## config.mk

```make
export PLATFORM = sky130hd
export DESIGN_NAME = harmonic_mixer
export DESIGN_NICKNAME = d
export VERILOG_FILES = /design/src/rtl/harmonic_mixer.sv
export SDC_FILE = /design/constraint.sdc
export NUM_CORES = 1
export LEC_CHECK = 0
export BUFFER_PORTS_ARGS = -buffer_cell sky130_fd_sc_hd__buf_2
export CAP_MARGIN = 15
export CORE_ASPECT_RATIO = 1.25
export CORE_MARGIN = 2
export CORE_UTILIZATION = 60
export CTS_BUF_LIST = sky130_fd_sc_hd__clkbuf_8
export DETAILED_ROUTE_END_ITERATION = 8
export GPL_TIMING_DRIVEN = 0
export MAX_ROUTING_LAYER = met4
export PLACE_DENSITY = 0.86
export SETUP_SLACK_MARGIN = 0.1
export SLEW_MARGIN = 30
export SYNTH_ARGS = -nofsm -noshare
export SYNTH_HDL_FRONTEND = slang
export SYNTH_SLANG_ARGS = --single-unit
```

## constraint.sdc

```tcl
create_clock -name i_Clock -period 7.2 [get_ports i_Clock]
set_input_delay 1.8 -clock i_Clock [delete_from_list [all_inputs] [get_ports i_Clock]]
set_output_delay 1.8 -clock i_Clock [all_outputs]
set_load 0.01 [all_outputs]
```

## src/rtl/harmonic_mixer.sv

```systemverilog
// Harmonic mixer: walks the harmonic index, weights each producer sample by a
// geometrically decaying amplitude, and emits one saturated mixed sample per frame.
module harmonic_mixer #(
  parameter int unsigned OUT_SHIFT = 2,
  parameter int unsigned ACC_W     = 25
) (
  input  logic        i_Clock,
  input  logic        i_Reset_n,
  input  logic        i_Start,
  input  logic [7:0]  i_Harmonic_Count,
  input  logic [15:0] i_Decay,
  input  logic        i_Sample_Ready,
  input  logic [15:0] i_Sample_Value,
  input  logic        i_Freq_Too_High,
  output logic [7:0]  o_Harmonic,
  output logic        o_Next_Sample,
  output logic [15:0] o_Mix_Out,
  output logic        o_Mix_Valid,
  output logic        o_Busy,
  output logic [7:0]  o_Harmonics_Used,
  output logic        o_Overrun
);

  localparam int unsigned SW = 16;
  localparam int unsigned CW = 17;
  localparam int unsigned PW = 33;

  typedef enum logic [2:0] {
    S_IDLE, S_WAIT_READY, S_SETTLE, S_MULT, S_ACCUM, S_NEXT, S_GAP, S_OUTPUT
  } state_e;

  state_e                  state_q, state_d;
  logic signed [ACC_W-1:0] acc_q, acc_d;
  logic [SW-1:0]           amp_q, amp_d;
  logic [7:0]              count_q, count_d;
  logic signed [SW-1:0]    sample_q, sample_d;
  logic                    too_high_q, too_high_d;
  logic                    last_q, last_d;
  logic signed [CW-1:0]    contrib_q, contrib_d;
  logic [7:0]              harmonic_q, harmonic_d;
  logic                    next_sample_q, next_sample_d;
  logic [SW-1:0]           mix_out_q, mix_out_d;
  logic                    mix_valid_q, mix_valid_d;
  logic                    busy_q, busy_d;
  logic [7:0]              used_q, used_d;
  logic                    overrun_q, overrun_d;

  logic signed [ACC_W-1:0] shifted_c;
  logic [8:0]              limit_c;

  assign shifted_c = acc_q >>> OUT_SHIFT;
  // A harmonic count of zero still mixes one harmonic
  assign limit_c   = (i_Harmonic_Count == 8'd0) ? 9'd1 : {1'b0, i_Harmonic_Count};

  always_ff @(posedge i_Clock or negedge i_Reset_n) begin
    if (!i_Reset_n) begin
      state_q       <= S_IDLE;
      acc_q         <= '0;
      amp_q         <= 16'hFFFF;
      count_q       <= '0;
      sample_q      <= '0;
      too_high_q    <= 1'b0;
      last_q        <= 1'b0;
      contrib_q     <= '0;
      harmonic_q    <= '0;
      next_sample_q <= 1'b0;
      mix_out_q     <= '0;
      mix_valid_q   <= 1'b0;
      busy_q        <= 1'b0;
      used_q        <= '0;
      overrun_q     <= 1'b0;
    end else begin
      state_q       <= state_d;
      acc_q         <= acc_d;
      amp_q         <= amp_d;
      count_q       <= count_d;
      sample_q      <= sample_d;
      too_high_q    <= too_high_d;
      last_q        <= last_d;
      contrib_q     <= contrib_d;
      harmonic_q    <= harmonic_d;
      next_sample_q <= next_sample_d;
      mix_out_q     <= mix_out_d;
      mix_valid_q   <= mix_valid_d;
      busy_q        <= busy_d;
      used_q        <= used_d;
      overrun_q     <= overrun_d;
    end
  end

  always_comb begin
    state_d       = state_q;
    acc_d         = acc_q;
    amp_d         = amp_q;
    count_d       = count_q;
    sample_d      = sample_q;
    too_high_d    = too_high_q;
    last_d        = last_q;
    contrib_d     = contrib_q;
    harmonic_d    = harmonic_q;
    next_sample_d = 1'b0;
    mix_out_d     = mix_out_q;
    mix_valid_d   = 1'b0;
    used_d        = used_q;
    overrun_d     = i_Start && (state_q != S_IDLE);

    unique case (state_q)
      S_IDLE: begin
        if (i_Start) begin
          acc_d   = '0;
          amp_d   = 16'hFFFF;
          count_d = '0;
          last_d  = 1'b0;
          state_d = S_WAIT_READY;
        end
      end
      S_WAIT_READY: begin
        if (i_Sample_Ready) state_d = S_SETTLE;
      end
      S_SETTLE: begin
        sample_d   = i_Sample_Value;
        too_high_d = i_Freq_Too_High;
        state_d    = S_MULT;
      end
      S_MULT: begin
        if (too_high_q) begin
          last_d  = 1'b1;
          state_d = S_NEXT;
        end else begin
          // Floor of sample * Q0.16 amplitude
          contrib_d = CW'((PW'(sample_q) * $signed({17'd0, amp_q})) >>> 16);
          amp_d     = SW'(({16'd0, amp_q} * {16'd0, i_Decay}) >> 16);
          state_d   = S_ACCUM;
        end
      end
      S_ACCUM: begin
        acc_d   = acc_q + ACC_W'(contrib_q);
        count_d = count_q + 8'd1;
        last_d  = (({1'b0, count_q} + 9'd1) >= limit_c) || (harmonic_q == 8'hFF);
        state_d = S_NEXT;
      end
      S_NEXT: begin
        next_sample_d = 1'b1;
        harmonic_d    = last_q ? 8'd0 : harmonic_q + 8'd1;
        state_d       = S_GAP;
      end
      S_GAP: begin
        // Producer ready lags the consume pulse by a cycle; ignore it here
        state_d = last_q ? S_OUTPUT : S_WAIT_READY;
      end
      S_OUTPUT: begin
        if ((&shifted_c[ACC_W-1:15]) || ~(|shifted_c[ACC_W-1:15]))
          mix_out_d = shifted_c[15:0];
        else
          mix_out_d = shifted_c[ACC_W-1] ? 16'h8000 : 16'h7FFF;
        used_d      = count_q;
        mix_valid_d = 1'b1;
        state_d     = S_IDLE;
      end
      default: state_d = S_IDLE;
    endcase

    busy_d = (state_d != S_IDLE);
  end

  assign o_Harmonic       = harmonic_q;
  assign o_Next_Sample    = next_sample_q;
  assign o_Mix_Out        = mix_out_q;
  assign o_Mix_Valid      = mix_valid_q;
  assign o_Busy           = busy_q;
  assign o_Harmonics_Used = used_q;
  assign o_Overrun        = overrun_q;

endmodule

```

==> impl_metrics.csv <==
group,metric,value,unit
outcome,outcome,"finished clean",
die,rows,80,
detailed_routing,wl_met1,22200,um
layout,num-fill-cells,2925,
detailed_routing,viasPerCell,5.91,
timing,slew_headroom,31.6,%
worst_hold_path,min_path_type,"flop to flop",
timing,maxSlewViolCount,0,
die,dieArea,39900,um^2
grt,grt_util_all_layers,33.8,%
clocking,cts_inserted_buffers,17,
yosys,synth_cell_types,78,
clocking,clock_path_buffers,2,
die,dieWidth,179,um
timing,tns,0,ns
layout,fin_nets,3330,
placement,io_buffers,80,
critical_path,crit_arrival,7.38,ns
flow_run,cap_violations,0,
yosys,synth_warnings,0,
critical_path,regToRegStartpoint,"amp_q[10]",
timing,fmaxAchievable,143,MHz
detailed_routing,drt_iter0_markers,1515,
timing,rsz0062_at_grt,"false",
grt,grt_remaining_overflow,0,
critical_path,timing.rr.end,"contrib_q[13]",
detailed_routing,vias,18600,
timing,setup_viol,0,
critical_path,crit_path_end,"amp_q[7]",
placement,routabilityCongestion,0.987,
die,ioPinCount,81,
timing,period_share,96.9,%
yosys,synth_area,23000,um^2
clocking,clk_pin_slew_worst_paths,0.09,ns
clocking,clock-sinks,123,
detailed_routing,maxUsedRoutingLayer,"met4",
detailed_routing,wire_per_inst,19.9,um
placement,dp_hpwl,50500,um
critical_path,critPathMaxFanout,10,
grt,grt_pass1_vias,20000,
critical_path,rrSetupSlack,0.29,ns
detailed_routing,met3_length,4270,um
timing,hold_viol,0,
yosys,synth-edff-count,0,
die,initial_core_util,60.6,%
detailed_routing,drtAntennaViolNets,0,
layout,drive_gt1_share,8.62,%
critical_path,cp-end-kind,"flop",
clocking,cts.htree.levels,4,
yosys,syn_nets,3234,
detailed_routing,drc,0,
timing,fin_worst_skew,0.0111,ns
timing,fin_crit,6.98,ns
yosys,syn_avg_cell_area,9.02,um^2
yosys,ys_seq_area_share,13.5,%
clocking,cts_tree,"built",
yosys,synth_ff_type,"dfrtp_1",
die,core_area,37900,um^2
detailed_routing,wirelength,62800,um
critical_path,crit_type,"input pin to flop",
critical_path,cp.required,7.60,ns
grt,grt_max_degree,66,
clocking,hold_buffers,0,
grt,antenna_found_initial,1,
clocking,clkLatencyLatePin,0.47,ns
critical_path,startpoint,"i_Decay[5]",
detailed_routing,met2_length,31400,um
detailed_routing,drt_pass1_iterations,6,
timing,tightest_slew,1.02,ns
critical_path,reg2reg_depth,19,
yosys,synth_seq_cells,123,
yosys,async_flop_share,100,%
yosys,syn_inst,2548,
die,die_y,223,um
layout,syn_to_final_growth,7.38,%
critical_path,start_kind,"input pin",
grt,grt_pass1_wl,101000,um
clocking,cts_root_buffer,"clkbuf_8",
-- cells by family after synthesis --
| logic type | after synthesis | synth area share (%) |
|---|---|---|
| compound gates | 315 | 9.17 |
| xor+xnor | 49 | 1.87 |
| fa+ha+maj | 641 | 47.6 |
| buf+inv | 592 | 9.70 |
| flops | 123 | 13.5 |
| mux | 26 | 1.27 |
| simple gates | 802 | 16.9 |
-- layout make-up --
class,instances,area (um^2),share of cell area (%)
Tap cell,492,616,2.50
Sequential cell,123,3100,12.6
Clock inverter,15,193,0.781
Timing Repair Buffer,86,504,2.04
Clock buffer,17,234,0.948
Multi-Input combinational cell,1833,17800,72.0
Antenna cell,1,2.50,0.0101
Inverter,483,1810,7.35
Buffer,100,438,1.78
-- registers in the layout, summed over array words and instances (netlist names), 3 cells and up --
name / cells
o_Mix_Out: 16
amp_q: 16
sample_q: 16
contrib_q: 17
state_q: 3
count_q: 8
o_Harmonics_Used: 8
o_Harmonic: 8
acc_q: 25
-- cells in the mapped netlist (13+ instances only) --
cell	count	area share [%]
and3_1	13	0.35
o21ai_1	14	0.30
dfstp_2	16	1.8
mux2_2	25	1.2
nand3_1	27	0.59
xnor2_1	23	0.88
nor3_1	19	0.41
nand4_1	15	0.41
xor2_1	26	0.99
dfrtp_1	107	12
o21a_1	13	0.42
and2_1	233	6.3
nand2b_1	15	0.41
a21oi_1	89	1.9
o21ai_0	64	1.4
ha_1	254	14
inv_1	481	7.9
a21o_1	38	1.2
nor2_1	72	1.2
clkbuf_1	101	1.7
nand2_1	368	6.0
fa_1	387	34
-- layout by cell type, fill, tap and decap left out, drive strengths merged, types with 5 or more instances in the layout --
cell	n
a211oi	6
a21boi	8
a21o	41
a21oi	93
a22o	9
a311oi	6
a31oi	5
and2	234
and3	13
and4	5
buf	95
clkbuf	108
dfrtp	107
dfstp	16
fa	387
ha	254
inv	493
mux2	25
nand2	368
nand2b	15
nand3	27
nand4	15
nor2	74
nor2b	10
nor3	20
o211ai	10
o21a	13
o21ai	80
o21bai	8
o31a	5
o31ai	8
or3	5
xnor2	23
xor2	26
-- what timing repair did --
action                                  4_1_cts  5_1_grt
gates resized for setup                       4       70
buffers inserted                              1        4
endpoints found under the setup margin       13       21
gates cloned                                  0        0
pin swaps                                     2       21
-- per-stage QoR --
step                area (um^2)  hold WS [ns]  utilization [%]  instances  worst slack (ns)
floorplan                 23000         0.447                -       2548             0.108
global placement          24000         0.477             63.3       3120            -0.626
detailed placement        24000         0.489             63.4       3121            -0.757
CTS                       24500         0.516             64.5       3147            0.0637
global route              24700         0.533             65.0       3150            0.0609
finish                    24700         0.509             65.0       3150             0.222
-- per-layer routing --
| layer | vias up | track usage (%) |
|---|---|---|
| met4 | 0 | 21.2 |
| met3 | 309 | 4.55 |
| li1 | 8139 | - |
| met1 | 9259 | 38.5 |
| met5 | - | - |
| met2 | 916 | 55.8 |
-- worst min path at each step --
stage | end | slack [ns] | from | cells past startpoint
detailed placement | contrib_q[7] | 0.49 | contrib_q[7] | 2
floorplan | contrib_q[8] | 0.45 | contrib_q[8] | 2
CTS | contrib_q[7] | 0.52 | contrib_q[7] | 2
finish | contrib_q[10] | 0.51 | contrib_q[10] | 2
global route | contrib_q[10] | 0.53 | contrib_q[10] | 2
global placement | contrib_q[11] | 0.48 | contrib_q[11] | 2
-- critical path: stages --
cell,delay (ns)
buf_2,0.15
buf_6,0.16
and2_1,0.18
fa_1,0.51
inv_1,0.06
fa_1,0.46
fa_1,0.53
inv_1,0.05
fa_1,0.46
fa_1,0.55
inv_1,0.06
fa_1,0.57
inv_1,0.08
ha_4,0.25
o21a_1,0.16
o21a_1,0.20
o21ai_2,0.24
a21oi_2,0.08
a21boi_2,0.26
buf_4,0.19
o21ai_1,0.07
xnor2_1,0.14
a21oi_1,0.16
Power is not shown: default switching activity piles up to over one toggle a cycle in this logic, so the estimate is an artifact.
